`src/rtl/gfx_cmd_issuer.sv`:
```
// Bus initiator that replays one drawing request as register writes on the
// graphics controller's 68k-style interface, then polls status until idle.
module gfx_cmd_issuer #(
    parameter logic [7:0] BASE_HI       = 8'h00,
    parameter int         STROBE_CYCLES = 2,
    parameter int         GAP_CYCLES    = 2,
    parameter int         MAX_POLLS     = 1024
) (
    input  logic        Clk,
    input  logic        Reset_L,
    // Handshake: a request transfers on the rising edge where req_valid && req_ready;
    // req_ready is high only while idle, and req_* are captured on that edge.
    input  logic        req_valid,
    output logic        req_ready,
    input  logic [15:0] req_cmd,
    input  logic [15:0] req_x1,
    input  logic [15:0] req_y1,
    input  logic [15:0] req_x2,
    input  logic [15:0] req_y2,
    input  logic [15:0] req_colour,
    input  logic [15:0] req_fill,
    output logic        busy,
    output logic        done,
    output logic        err_timeout,
    output logic [15:0] AddressOut,
    output logic [15:0] DataOut,
    input  logic [15:0] DataIn,
    output logic        AS_L,
    output logic        UDS_L,
    output logic        LDS_L,
    output logic        RW,
    output logic        GraphicsCS_L,
    output logic [2:0]  dbg_state
);

    typedef enum logic [2:0] {
        S_IDLE        = 3'd0,
        S_SETUP       = 3'd1,
        S_STROBE      = 3'd2,
        S_GAP         = 3'd3,
        S_POLL_SETUP  = 3'd4,
        S_POLL_STROBE = 3'd5,
        S_POLL_GAP    = 3'd6,
        S_DONE        = 3'd7
    } state_t;

    localparam logic [7:0]  STROBE_LAST = 8'(STROBE_CYCLES - 1);
    localparam logic [7:0]  GAP_LAST    = 8'(GAP_CYCLES - 1);
    localparam logic [15:0] POLL_LAST   = 16'(MAX_POLLS - 1);

    state_t      state, state_nxt;
    logic [15:0] r_cmd, r_x1, r_y1, r_x2, r_y2, r_colour, r_fill;
    logic [2:0]  pos, pos_nxt;
    logic [7:0]  cnt;
    logic [15:0] poll_cnt;
    logic        err_q;
    logic        accept, strobe_last, gap_last, last_write, poll_timeout;
    logic [6:0]  wr_idx;
    logic [15:0] wr_data;
    logic        status_unused;

    assign accept        = req_valid && (state == S_IDLE);
    assign strobe_last   = (cnt == STROBE_LAST);
    assign gap_last      = (cnt == GAP_LAST);
    assign last_write    = (pos == 3'd6);
    assign poll_timeout  = (poll_cnt == POLL_LAST);
    assign status_unused = ^DataIn[15:1];
    assign dbg_state     = state;

    // Write list slots 0..6; the fill slot (5) is skipped unless the command is Circle.
    always_comb begin
        pos_nxt = pos + 3'd1;
        if (pos == 3'd4 && r_cmd != 16'd5)
            pos_nxt = 3'd6;
    end

    always_comb begin
        wr_idx  = 7'd0;
        wr_data = r_cmd;
        case (pos)
            3'd0: begin wr_idx = 7'd1; wr_data = r_x1;     end
            3'd1: begin wr_idx = 7'd2; wr_data = r_y1;     end
            3'd2: begin wr_idx = 7'd3; wr_data = r_x2;     end
            3'd3: begin wr_idx = 7'd4; wr_data = r_y2;     end
            3'd4: begin wr_idx = 7'd7; wr_data = r_colour; end
            3'd5: begin wr_idx = 7'd8; wr_data = r_fill;   end
            default: begin wr_idx = 7'd0; wr_data = r_cmd; end
        endcase
    end

    always_ff @(posedge Clk or negedge Reset_L) begin
        if (!Reset_L)
            state <= S_IDLE;
        else
            state <= state_nxt;
    end

    always_comb begin
        state_nxt = state;
        case (state)
            S_IDLE:        if (accept) state_nxt = S_SETUP;
            S_SETUP:       state_nxt = S_STROBE;
            S_STROBE:      if (strobe_last) state_nxt = S_GAP;
            S_GAP:         if (gap_last) state_nxt = last_write ? S_POLL_SETUP : S_SETUP;
            S_POLL_SETUP:  state_nxt = S_POLL_STROBE;
            // Status is sampled on the last strobe clock; a finished poll skips the gap.
            S_POLL_STROBE: if (strobe_last)
                               state_nxt = (!DataIn[0] || poll_timeout) ? S_DONE : S_POLL_GAP;
            S_POLL_GAP:    if (gap_last) state_nxt = S_POLL_SETUP;
            S_DONE:        state_nxt = S_IDLE;
            default:       state_nxt = S_IDLE;
        endcase
    end

    always_ff @(posedge Clk or negedge Reset_L) begin
        if (!Reset_L) begin
            r_cmd    <= '0;
            r_x1     <= '0;
            r_y1     <= '0;
            r_x2     <= '0;
            r_y2     <= '0;
            r_colour <= '0;
            r_fill   <= '0;
            pos      <= '0;
            cnt      <= '0;
            poll_cnt <= '0;
            err_q    <= 1'b0;
        end else begin
            if (accept) begin
                r_cmd    <= req_cmd;
                r_x1     <= req_x1;
                r_y1     <= req_y1;
                r_x2     <= req_x2;
                r_y2     <= req_y2;
                r_colour <= req_colour;
                r_fill   <= req_fill;
                pos      <= '0;
                poll_cnt <= '0;
                err_q    <= 1'b0;
            end
            if (state == S_IDLE || state_nxt != state)
                cnt <= '0;
            else
                cnt <= cnt + 8'd1;
            if (state == S_GAP && gap_last && !last_write)
                pos <= pos_nxt;
            if (state == S_POLL_STROBE && strobe_last && DataIn[0]) begin
                poll_cnt <= poll_cnt + 16'd1;
                if (poll_timeout)
                    err_q <= 1'b1;
            end
        end
    end

    always_comb begin
        AS_L         = 1'b1;
        RW           = 1'b1;
        AddressOut   = {BASE_HI, 8'h00};
        DataOut      = 16'h0000;
        busy         = (state != S_IDLE);
        done         = (state == S_DONE);
        req_ready    = (state == S_IDLE);
        err_timeout  = err_q;
        case (state)
            S_SETUP, S_STROBE, S_GAP: begin
                AddressOut = {BASE_HI, wr_idx, 1'b0};
                DataOut    = wr_data;
                RW         = 1'b0;
                AS_L       = (state != S_STROBE);
            end
            S_POLL_SETUP, S_POLL_STROBE, S_POLL_GAP: begin
                AS_L = (state != S_POLL_STROBE);
            end
            default: ;
        endcase
        UDS_L        = AS_L;
        LDS_L        = AS_L;
        GraphicsCS_L = AS_L;
    end

endmodule

```
`config.mk`:
```
export PLATFORM = sky130hd
export DESIGN_NAME = gfx_cmd_issuer
export DESIGN_NICKNAME = d
export VERILOG_FILES = /design/src/rtl/gfx_cmd_issuer.sv
export SDC_FILE = /design/constraint.sdc
export NUM_CORES = 1
export LEC_CHECK = 0
export CORE_MARGIN = 2
export CORE_UTILIZATION = 51
export CTS_BUF_LIST = sky130_fd_sc_hd__clkbuf_8
export DETAILED_ROUTE_END_ITERATION = 8
export GPL_TIMING_DRIVEN = 0
export PLACE_DENSITY = 0.82
export SLEW_MARGIN = 20
export SYNTH_ARGS = -nofsm -noshare
export SYNTH_HDL_FRONTEND = slang
export SYNTH_SLANG_ARGS = --single-unit
```
`constraint.sdc`:
```
create_clock -name Clk -period 2.7 [get_ports Clk]
set_input_delay 0.54 -clock Clk [delete_from_list [all_inputs] [get_ports Clk]]
set_output_delay 0.54 -clock Clk [all_outputs]
set_load 0.005 [all_outputs]
```
==> results.toml <==
[power]
p_total_mw = 9.937
power-per-cell-area_mw_per_mm2 = 1032
vdd.ir_drop.worst_uv = 496.1
p_leak_nw = 4.756

[clock_network]
tritoncts = "yes"
cts_root_buffer = "clkbuf_8"
clock_latency_ps = 460
clock-sinks = 143
clockBufferDepth = 2
cts_max_level = 4
clk_pin_slew_ps = 80
cts_buffers = 17
cts-hold-fix-buffers = 0

[timing]
relSlewSlack_pct = 43.62
period_share_pct = 114.7
hold_violations = 0
worst_slack_ps = -396.0
period_needed_ps = 3096
final.setup.tns_ps = -4294
worst_slew_pin_slew_ps = 845.6
fmax_mhz = 323.0
setup_viol = 18
skew_ps = 8.232
slew_viol_final = 0
whs_ps = 24.05
rsz0062_at_grt = "yes"

[yosys]
syn_area_sq_mm = 0.006982
synthAdderAreaFrac_pct = 1.434
synthXorXnorAreaFrac_pct = 1.004
avgSynthCellArea_sq_um = 8.760
synthMuxAreaShare_pct = 3.781
ys_warn_count = 0
yosys_most_used_dff = "dfrtp_1"
synth_cell_types = 54
async_flop_share_pct = 100.0
synth_top_family_by_area = "simple AND/OR/NAND/NOR gates"
synthSimpleGateAreaFrac_pct = 27.85
ys_ff_latch = 143
synth_edf_count = 0
synth_compound_area_share_pct = 8.638
synth_seq_area_share_pct = 51.25
synthCells = 797

[grt]
grt_max_degree = 73
use_met1_pct = 39.51
busiest_layer = "met2"
met2_usage_pct = 47.37
grt_pass1_wl_um = 33890
grt_usage_pct = 30.70
use_met3_pct = 7.378
grt_pass1_vias = 6637
antenna_found_initial = 0
grt_overflow = 0

[hold_path]
hold_path.class = "in2async"

[worst_setup_path]
worst_ep_arrival_time_ps = 2560
cp-end-kind = "primary output"
start_kind = "flop"
crit_required_ps = 2160
worstReg2RegStart = "dbg_state[2]$_DFF_PN0_"
reg2reg_slack_ps = 590
r2r_cells = 8
critPathKind = "reg2out"
path_max_fanout = 4
reg2reg_to = "r_y2[4]$_DFFE_PN0P_"

[die]
core_sq_mm = 0.01330
die_h_um = 121
dieArea_sq_mm = 0.01464
ios = 175
rows = 42
die_x_um = 121
start_util_pct = 52.51

[run_status]
status = "complete, but fails checks"
violations = "negative setup slack"

[layout]
final_util_pct = 72.41
syn_to_final_growth_pct = 37.89
num_antenna_cells = 0
fillers = 970
final_layout_size_suffix_gt1_share_pct = 18.74
multi_input_area_sq_mm = 0.003214
nNetsFinal = 1141
regArea_sq_mm = 0.003581
final_cell_area_sq_mm = 0.009627

[flow_run]
cap_violations = 0

[placement]
gp_congestion = 0.9218
port_buffers = 147
dpl_cell_area_sq_mm = 0.008747
dp_hpwl_um = 15000

[detailed_routing]
routed_via_density = 5.608
drtPass1Iterations = 7
drc = 0
wl_per_cell_um = 18.55
vias = 6674
drt_wl_total_um = 22070
drt-initial-drc-count = 977
postRouteAntennaNets = 0
==> cell type report <==
type / instances / area share, %
sequential: 143 / 37.20
multi-input combinational: 596 / 33.39
timing repair buffer: 179 / 17.61
buffer: 59 / 5.056
clock buffer: 20 / 2.859
tap: 176 / 2.287
clock inverter: 11 / 1.209
inverter: 6 / 0.3899
==> what timing repair did <==
action                     4_1_cts  5_1_grt
pin swaps                       34       22
setup endpoints to repair       25       20
gates cloned                     1        0
resized for setup              137       32
buffers inserted                21        9
==> cells by family after synthesis <==
group | after synthesis
compound gates | 83
xor+xnor | 8
fa+ha+maj | 8
buf+inv | 69
flops | 143
mux | 24
other cells | 1
simple gates | 461
==> where the power goes <==
part	internal, mW	switching [mW]
clock	0.879	0.831
combinational	2.21	2.53
sequential	2.90	0.588
==> state kept, by name, summed over array words and instances, names as in the netlist <==
register and flops:
cnt 8, dbg_state 3, err_timeout 1, poll_cnt 16
pos 3, r_cmd 16, r_colour 16, r_fill 16
r_x1 16, r_x2 16, r_y1 16, r_y2 16
==> cell usage in the layout (no fill, tap or decap), types with 5 or more instances in the layout <==
| cell | n |
|---|---|
| nor2_1 | 22 |
| mux2i_1 | 11 |
| xor2_1 | 5 |
| a222oi_1 | 19 |
| buf_6 | 21 |
| a21oi_2 | 6 |
| a22oi_1 | 6 |
| nand2_1 | 367 |
| buf_4 | 38 |
| clkdlybuf4s50_1 | 128 |
| dfrtp_1 | 141 |
| a22o_1 | 6 |
| clkinvlp_4 | 5 |
| a31oi_1 | 6 |
| mux2_2 | 11 |
| conb_1 | 12 |
| and3_1 | 5 |
| buf_8 | 6 |
| nand4_1 | 5 |
| clkbuf_8 | 21 |
| buf_2 | 35 |
| a21oi_1 | 16 |
| nand3_1 | 17 |
| nor3_1 | 7 |
==> critical path, cell delays in order, from the launching register on <==
cell	delay, ps
dfrtp_2	480
inv_4	100
ha_4	150
and2b_2	180
nor4_4	50
buf_4	160
buf_6	110
a222oi_1	540
a21oi_2	160
buf_2	170
==> metal layers <==
layer / vias up / part of all wire (%)
met5: - / 0
met4: 0 / 4.8
met3: 80 / 9.9
met2: 415 / 46
met1: 3139 / 39
li1: 3040 / -
==> cells in the mapped netlist (3+ instances only) <==
library cell	number	area (sq um)
nand2_1	372	1396
dfrtp_1	143	3578
nor2_1	24	90.09
a21oi_1	22	110.1
buf_2	22	110.1
a222oi_1	19	190.2
buf_4	17	127.6
nand3_1	17	85.08
clkbuf_1	15	56.30
a31oi_1	12	75.07
mux2_2	11	123.9
mux2i_1	11	110.1
buf_6	9	101.4
ha_1	8	100.1
nor3_1	7	35.03
a22o_1	6	52.55
a22oi_1	6	45.04
and2_1	5	31.28
and3_1	5	31.28
nand4_1	5	31.28
o21ai_0	5	25.02
xor2_1	5	43.79
a32oi_1	4	35.03
and4_1	4	35.03
inv_1	4	15.01
nor4_1	3	18.77
or3_1	3	18.77
xnor2_1	3	26.28
==> how the worst max path moves through the flow <==
| stage | from | endpoint | cells after the start | slack, ps |
|---|---|---|---|---|
| 2_1_floorplan | pos[2]$_DFFE_PN0P_ | DataOut[14] | 9 | 120 |
| 3_3_place_gp | Reset_L | r_colour[13]$_DFFE_PN0P_ | 1 | -4630 |
| 3_5_place_dp | pos[2]$_DFFE_PN0P_ | DataOut[1] | 9 | -1220 |
| 4_1_cts | pos[1]$_DFFE_PN0P_ | DataOut[3] | 7 | -290 |
| 5_1_grt | pos[0]$_DFFE_PN0P_ | DataOut[10] | 9 | -400 |
| 6_report | pos[0]$_DFFE_PN0P_ | DataOut[10] | 9 | -400 |
==> metrics by stage <==
| step | setup slack, ps | instances |
|---|---|---|
| finish | -396.0 | 1190 |
| global route | -401.5 | 1190 |
| CTS | -287.0 | 1183 |
| detailed placement | -1221 | 1132 |
| global placement | -4632 | 1131 |
| floorplan | 120.7 | 808 |
(Power assumes the default switching activity.)
==> RTL edit 1: new RTL, same settings <==
Set the parameter `MAX_POLLS` to 512 (it was 1024).
--- a/src/rtl/gfx_cmd_issuer.sv
+++ b/src/rtl/gfx_cmd_issuer.sv
@@ -4,7 +4,7 @@
     parameter logic [7:0] BASE_HI       = 8'h00,
     parameter int         STROBE_CYCLES = 2,
     parameter int         GAP_CYCLES    = 2,
-    parameter int         MAX_POLLS     = 1024
+    parameter int         MAX_POLLS     = 512
 ) (
     input  logic        Clk,
     input  logic        Reset_L,
Behaviour: same outputs for any inputs over 10 cycles, from zero or initial values and one cycle with Reset_L low; that may be too few to reach the edited logic, so the function may still have changed.
==> RTL edit 1 against the unedited design <==
- power up 0.32%
- count of clock-buffer cells in the layout down 3
- first-iteration DRC count up 13%
- cell area down 0.23%
- setup slack worse by 0.065 ns
- utilization down 0.17 points
- sequential cell count unchanged
- routed wire length up 1.6%
- via count up 3.0%
- the run still ends with setup timing left
- area after synthesis about the same
- sequential power about the same
==> RTL edit 1: results (changes against the unedited design) <==
INFO  metric run_status = finished, violations left
INFO  metric violations = setup timing
INFO  metric place.detailed.hpwl = 14900 microns (-0.53%)
INFO  metric grt_max_degree = 85 (+16%)
INFO  metric highest-signal-layer = met5
INFO  metric fraction_of_standard_cell_area_that_is_sequential = 37.3% (+0.087 points)
INFO  metric worstPathMaxFanout = 5 (+1)
INFO  metric met2_wirelength_from_detailed_routing = 10100 microns (-0.35%)
INFO  metric post-route-worst-setup-slack = -0.461 ns (-0.0646 ns)
INFO  metric first_global_vias = 6549 (-1.3%)
INFO  metric clockBufferCount = 17 (-15%)
INFO  metric fin_skew = 0.0100 ns (+0.00176 ns)
INFO  metric ir_drop = 0.000484 V (-2.5%)
INFO  metric multi_input_comb_cells = 597 (+0.17%)
INFO  metric nonClkBufAreaFrac = 22.8% (+0.17 points)
INFO  metric netSwitchingFraction = 40.4% (+0.58 points)
INFO  metric post-place-cells = 1135 (+0.27%)
INFO  metric grt_first_pass_wirelength = 33900 microns (about the same)
INFO  metric num_vias = 6872 (+3.0%)
INFO  metric finalSetupViolCount = 18 (unchanged)
INFO  metric met3_usage = 7.33% (-0.047 points)
INFO  metric reg2reg_depth = 6 (-2)
INFO  metric gpl.final_weighted_congestion = 0.913 (-1.0%)
INFO  metric grt_use_total = 30.9% (+0.21 points)
INFO  metric initialDrtViolationCount = 1103 (+13%)
INFO  metric yosys-top-cells-count = 371 x sky130_fd_sc_hd__nand2_1, 143 x sky130_fd_sc_hd__dfrtp_1, 25 x sky130_fd_sc_hd__nor2_1, 22 x sky130_fd_sc_hd__a21oi_1, 20 x sky130_fd_sc_hd__buf_2
INFO  metric post_synth_main_area_contributors = sky130_fd_sc_hd__dfrtp_1 51%, sky130_fd_sc_hd__nand2_1 20%, sky130_fd_sc_hd__a222oi_1 2.7%
INFO  metric synthesis.area_per_instance = 8.73 sq um (-0.34%)
==> RTL edit 1: cells by family (layout without fill, tap and decap cells) <==
group	Yosys count	after routing	share of synthesized area (%)
compound gates	85	85	8.80
xor+xnor	9	9	1.13
fa+ha+maj	8	8	1.43
buf+inv	71	276	6.22
flops	143	143	51.2
mux	23	23	3.64
other cells	1	12	0.0537
simple gates	460	460	27.5
==> RTL edit 1: worst max path at each step <==
stage	endpoint	slack (ns)	cells past startpoint
after floorplan	DataOut[14]	0.03	9
after global placement	r_x1[13]	-4.52	1
after detailed placement	DataOut[3]	-1.31	10
after CTS	DataOut[12]	-0.33	10
after global routing	DataOut[10]	-0.48	10
final	DataOut[4]	-0.46	9
==> RTL edit 1: critical path: cells and delay by family (launching register included) <==
| family | cells | cell delay (ns) |
|---|---|---|
| buffers and inverters | 5 | 0.80 |
| adder cells (fa/ha/maj) | 1 | 0.18 |
| AND/OR/NAND/NOR | 1 | 0.40 |
| flip-flops | 1 | 0.43 |
| AO/OA/AOI/OAI | 2 | 0.35 |
==> RTL edit 1: stage by stage <==
step | cell area [sq um] | setup slack (ns) | util [%] | setup TNS [ns] | power [mW]
floorplan | 7030 | 0.0253 | - | 0 | 5.52
global placement | 8720 | -4.52 | 65.6 | -665.85 | 7.28
detailed placement | 8750 | -1.31 | 65.8 | -19.63 | 7.37
CTS | 9510 | -0.332 | 71.5 | -4.95 | 9.54
global route | 9600 | -0.478 | 72.2 | -6.79 | 10.4
finish | 9600 | -0.461 | 72.2 | -6.32 | 9.97
==> RTL edit 1: timing repair <==
| item | CTS | global route |
|---|---|---|
| pin swaps | 28 | 21 |
| gates cloned | 1 | 0 |
| buffers inserted | 20 | 6 |
| endpoints found under the setup margin | 24 | 24 |
| gates resized for setup | 145 | 19 |
==> RTL edit 2: new RTL, same settings <==
Made on the original files. Put one more register stage on the output `dbg_state`, without a reset. The value now appears one clock later. The other outputs are not delayed to match.
--- a/src/rtl/gfx_cmd_issuer.sv
+++ b/src/rtl/gfx_cmd_issuer.sv
@@ -65,7 +65,9 @@
     assign last_write    = (pos == 3'd6);
     assign poll_timeout  = (poll_cnt == POLL_LAST);
     assign status_unused = ^DataIn[15:1];
-    assign dbg_state     = state;
+    always_ff @(posedge Clk) begin
+        dbg_state <= state;
+    end
 
     // Write list slots 0..6; the fill slot (5) is skipped unless the command is Circle.
     always_comb begin
Behaviour: not the same (a bounded check fails within 4 cycles, from zero or initial values and one cycle with Reset_L low).
==> RTL edit 2 against the unedited design <==
- the flow still finishes with violations (setup timing)
- cell area rose by 0.40%
- count of clock-buffer cells in the layout fell by 3
- critical endpoint is now DataOut[9]
- setup slack got worse by 0.034 ns
- highest routed layer unchanged
- largest power group unchanged
- sequential cell count rose by 3
- power rose by 5.0%
- area after synthesis fell by 1.4%
- global-route usage rose by 0.61 points
- routed wire length rose by 2.7%
- sequential share of layout area rose by 0.45 points
- sequential power rose by 3%
==> RTL edit 2: results (changes against the unedited design) <==
INFO  metric yosys_most_used_dff = sky130_fd_sc_hd__dfrtp_1
INFO  metric gpl.final_weighted_congestion = 0.888 (-3.6%)
INFO  metric grt_max_degree = 74 (+1.4%)
INFO  metric grt_first_pass_wirelength = 34200 microns (+1.0%)
INFO  metric post_synth_main_area_contributors = sky130_fd_sc_hd__dfrtp_1 52%, sky130_fd_sc_hd__nand2_1 20%, sky130_fd_sc_hd__a222oi_1 2.9%
INFO  metric wl_met1 = 8490 microns (-1.7%)
INFO  metric fraction_of_the_yosys_area_taken_by_sequential_cells = 52.9% (+1.6 points)
INFO  metric met2_wirelength_from_detailed_routing = 10500 microns (+3.4%)
INFO  metric dp_slack = -1.31 ns (-0.0879 ns)
INFO  metric synthDistinctLibCells = 47 (-13%)
INFO  metric cts-htree-levels = 4 (unchanged)
INFO  metric leak = 4.76 nW (+0.18%)
INFO  metric grt_use_total = 31.3% (+0.61 points)
INFO  metric final_cells = 1185 (-0.42%)
INFO  metric hold_class = input pin to async pin
INFO  metric num-fill-cells = 886 (-8.7%)
INFO  metric ir_drop = 0.000576 V (+16%)
INFO  metric async_reset_ff_share = 97.9% (-2.1 points)
INFO  metric critical_path.max_stage_delay = 0.72 ns (+0.18 ns)
INFO  metric worst_ep_arrival_time = 2.59 ns (+0.03 ns)
INFO  metric yosys-top-cells-count = 372 x sky130_fd_sc_hd__nand2_1, 143 x sky130_fd_sc_hd__dfrtp_1, 39 x sky130_fd_sc_hd__clkbuf_1, 21 x sky130_fd_sc_hd__nor2_1, 20 x sky130_fd_sc_hd__a222oi_1
INFO  metric violations = setup timing
INFO  metric worst_path_dominant_cell_family = compound AO/OA/AOI/OAI gates
INFO  metric met3_usage = 8.21% (+0.83 points)
INFO  metric number_of_antenna_violations_at_the_first_check_in_global_routing = 0 (unchanged)
INFO  metric finalSetupViolCount = 18 (unchanged)
INFO  metric grt_util_met2 = 49.7% (+2.3 points)
INFO  metric slowest_stage = sky130_fd_sc_hd__a222oi_1
INFO  metric tightestPinTransition = 0.996 ns (+0.150 ns)
INFO  metric drv.max_cap_violation_count = 0 (unchanged)
INFO  metric drt_wl_total = 22700 microns (+2.7%)
INFO  metric num_antenna_cells = 0 (unchanged)
INFO  metric fin_skew = 0.0118 ns (+0.00362 ns)
INFO  metric first_global_vias = 6758 (+1.8%)
INFO  metric route.detailed.vias_per_inst = 5.78 (+3.0%)
INFO  metric post-route-worst-setup-slack = -0.430 ns (-0.0342 ns)
INFO  metric cts_made_buffers = 17 (unchanged)
INFO  metric run_status = finished, violations left
INFO  metric place.detailed.hpwl = 14500 microns (-3.5%)
INFO  metric grt_use_met1 = 39.3% (-0.26 points)
INFO  metric synth_cells = 793 (-0.50%)
INFO  metric ys_warn_count = 0 (unchanged)
INFO  metric dr_wl_met3 = 2190 microns (about the same)
INFO  metric drt_first_pass_iters = 7 (unchanged)
INFO  metric numPortBuffers = 147 (unchanged)
INFO  metric cts.path.max_buffers = 2 (unchanged)
INFO  metric post-place-cells = 1128 (-0.35%)
INFO  metric worstPathMaxFanout = 10 (+6)
INFO  metric drive_gt1_share = 17.7% (-1.0 points)
-- RTL edit 2: cell types whose count changed after synthesis, moves of 4 or more --
cell | before | now
sky130_fd_sc_hd__a21oi_1 | 22 | 10
sky130_fd_sc_hd__a22o_1 | 6 | 2
sky130_fd_sc_hd__a22oi_1 | 6 | 10
sky130_fd_sc_hd__a32oi_1 | 4 | 0
sky130_fd_sc_hd__buf_2 | 22 | 8
sky130_fd_sc_hd__buf_6 | 9 | 1
sky130_fd_sc_hd__clkbuf_1 | 15 | 39
sky130_fd_sc_hd__mux2_2 | 11 | 15
sky130_fd_sc_hd__mux2i_1 | 11 | 6
sky130_fd_sc_hd__o21a_1 | 0 | 4
sky130_fd_sc_hd__o311ai_0 | 0 | 4
-- RTL edit 2: path summary, 6_finish.rpt --
| kind | startpoint | to | slack (ns) | depth (start not counted) |
|---|---|---|---|---|
| min | Reset_L | poll_cnt[5] | 0.06 | 1 |
| min in group Clk | state[0] | dbg_state[0] | 0.39 | 0 |
| max reg2reg | state[1] | r_fill[12] | 0.21 | 8 |
| max in group asynchronous | Reset_L | r_x2[3] | 1.91 | 2 |
| min reg2reg | state[0] | dbg_state[0] | 0.39 | 0 |
| max | pos[0] | DataOut[9] | -0.43 | 6 |
-- RTL edit 2: report_power, final --
group          leakage, nW  switching (mW)  total [mW]  internal [mW]
Clock                0.199           0.855        1.76          0.905
Combinational         2.68            2.68        5.09           2.41
Sequential            1.88           0.632        3.59           2.95
Total                 4.76            4.16        10.4           6.27
-- RTL edit 2: per-stage QoR --
stage / TNS (ns) / hold WS, ns / cell area, sq um
final: -6.40 / 0.0554 / 9670
after detailed placement: -20.57 / 0.352 / 8670
after CTS: -4.66 / 0.0568 / 9480
after global routing: -7.61 / 0.0748 / 9670
after global placement: -665.80 / 0.349 / 8630
after floorplan: 0 / 0.244 / 6940
-- RTL edit 2: area by class of cell --
| cell class | count | area share (%) |
|---|---|---|
| timing repair buffer | 178 | 17.7 |
| multi-input combinational | 588 | 33.7 |
| sequential | 146 | 37.6 |
| buffer | 60 | 4.27 |
| tap | 176 | 2.28 |
| clock buffer | 17 | 2.42 |
| clock inverter | 14 | 1.72 |
| inverter | 6 | 0.259 |
-- RTL edit 2: timing repair --
action	in CTS	in global routing
setup buffers	23	6
pin swaps	26	16
gates cloned	1	0
endpoints found under the setup margin	24	42
resized for setup	149	39
-- RTL edit 2: cells by family after synthesis --
family / after synthesis / share of synthesized area (%)
xor gates and xnor gates: 9 / 1.15
and+or+nand+nor: 462 / 27.8
muxes: 21 / 3.33
DFF: 146 / 52.9
buffers and inverters: 70 / 4.89
adders and majority gates: 8 / 1.45
AOI/OAI and AO/OA: 76 / 8.47
other: 1 / 0.0545
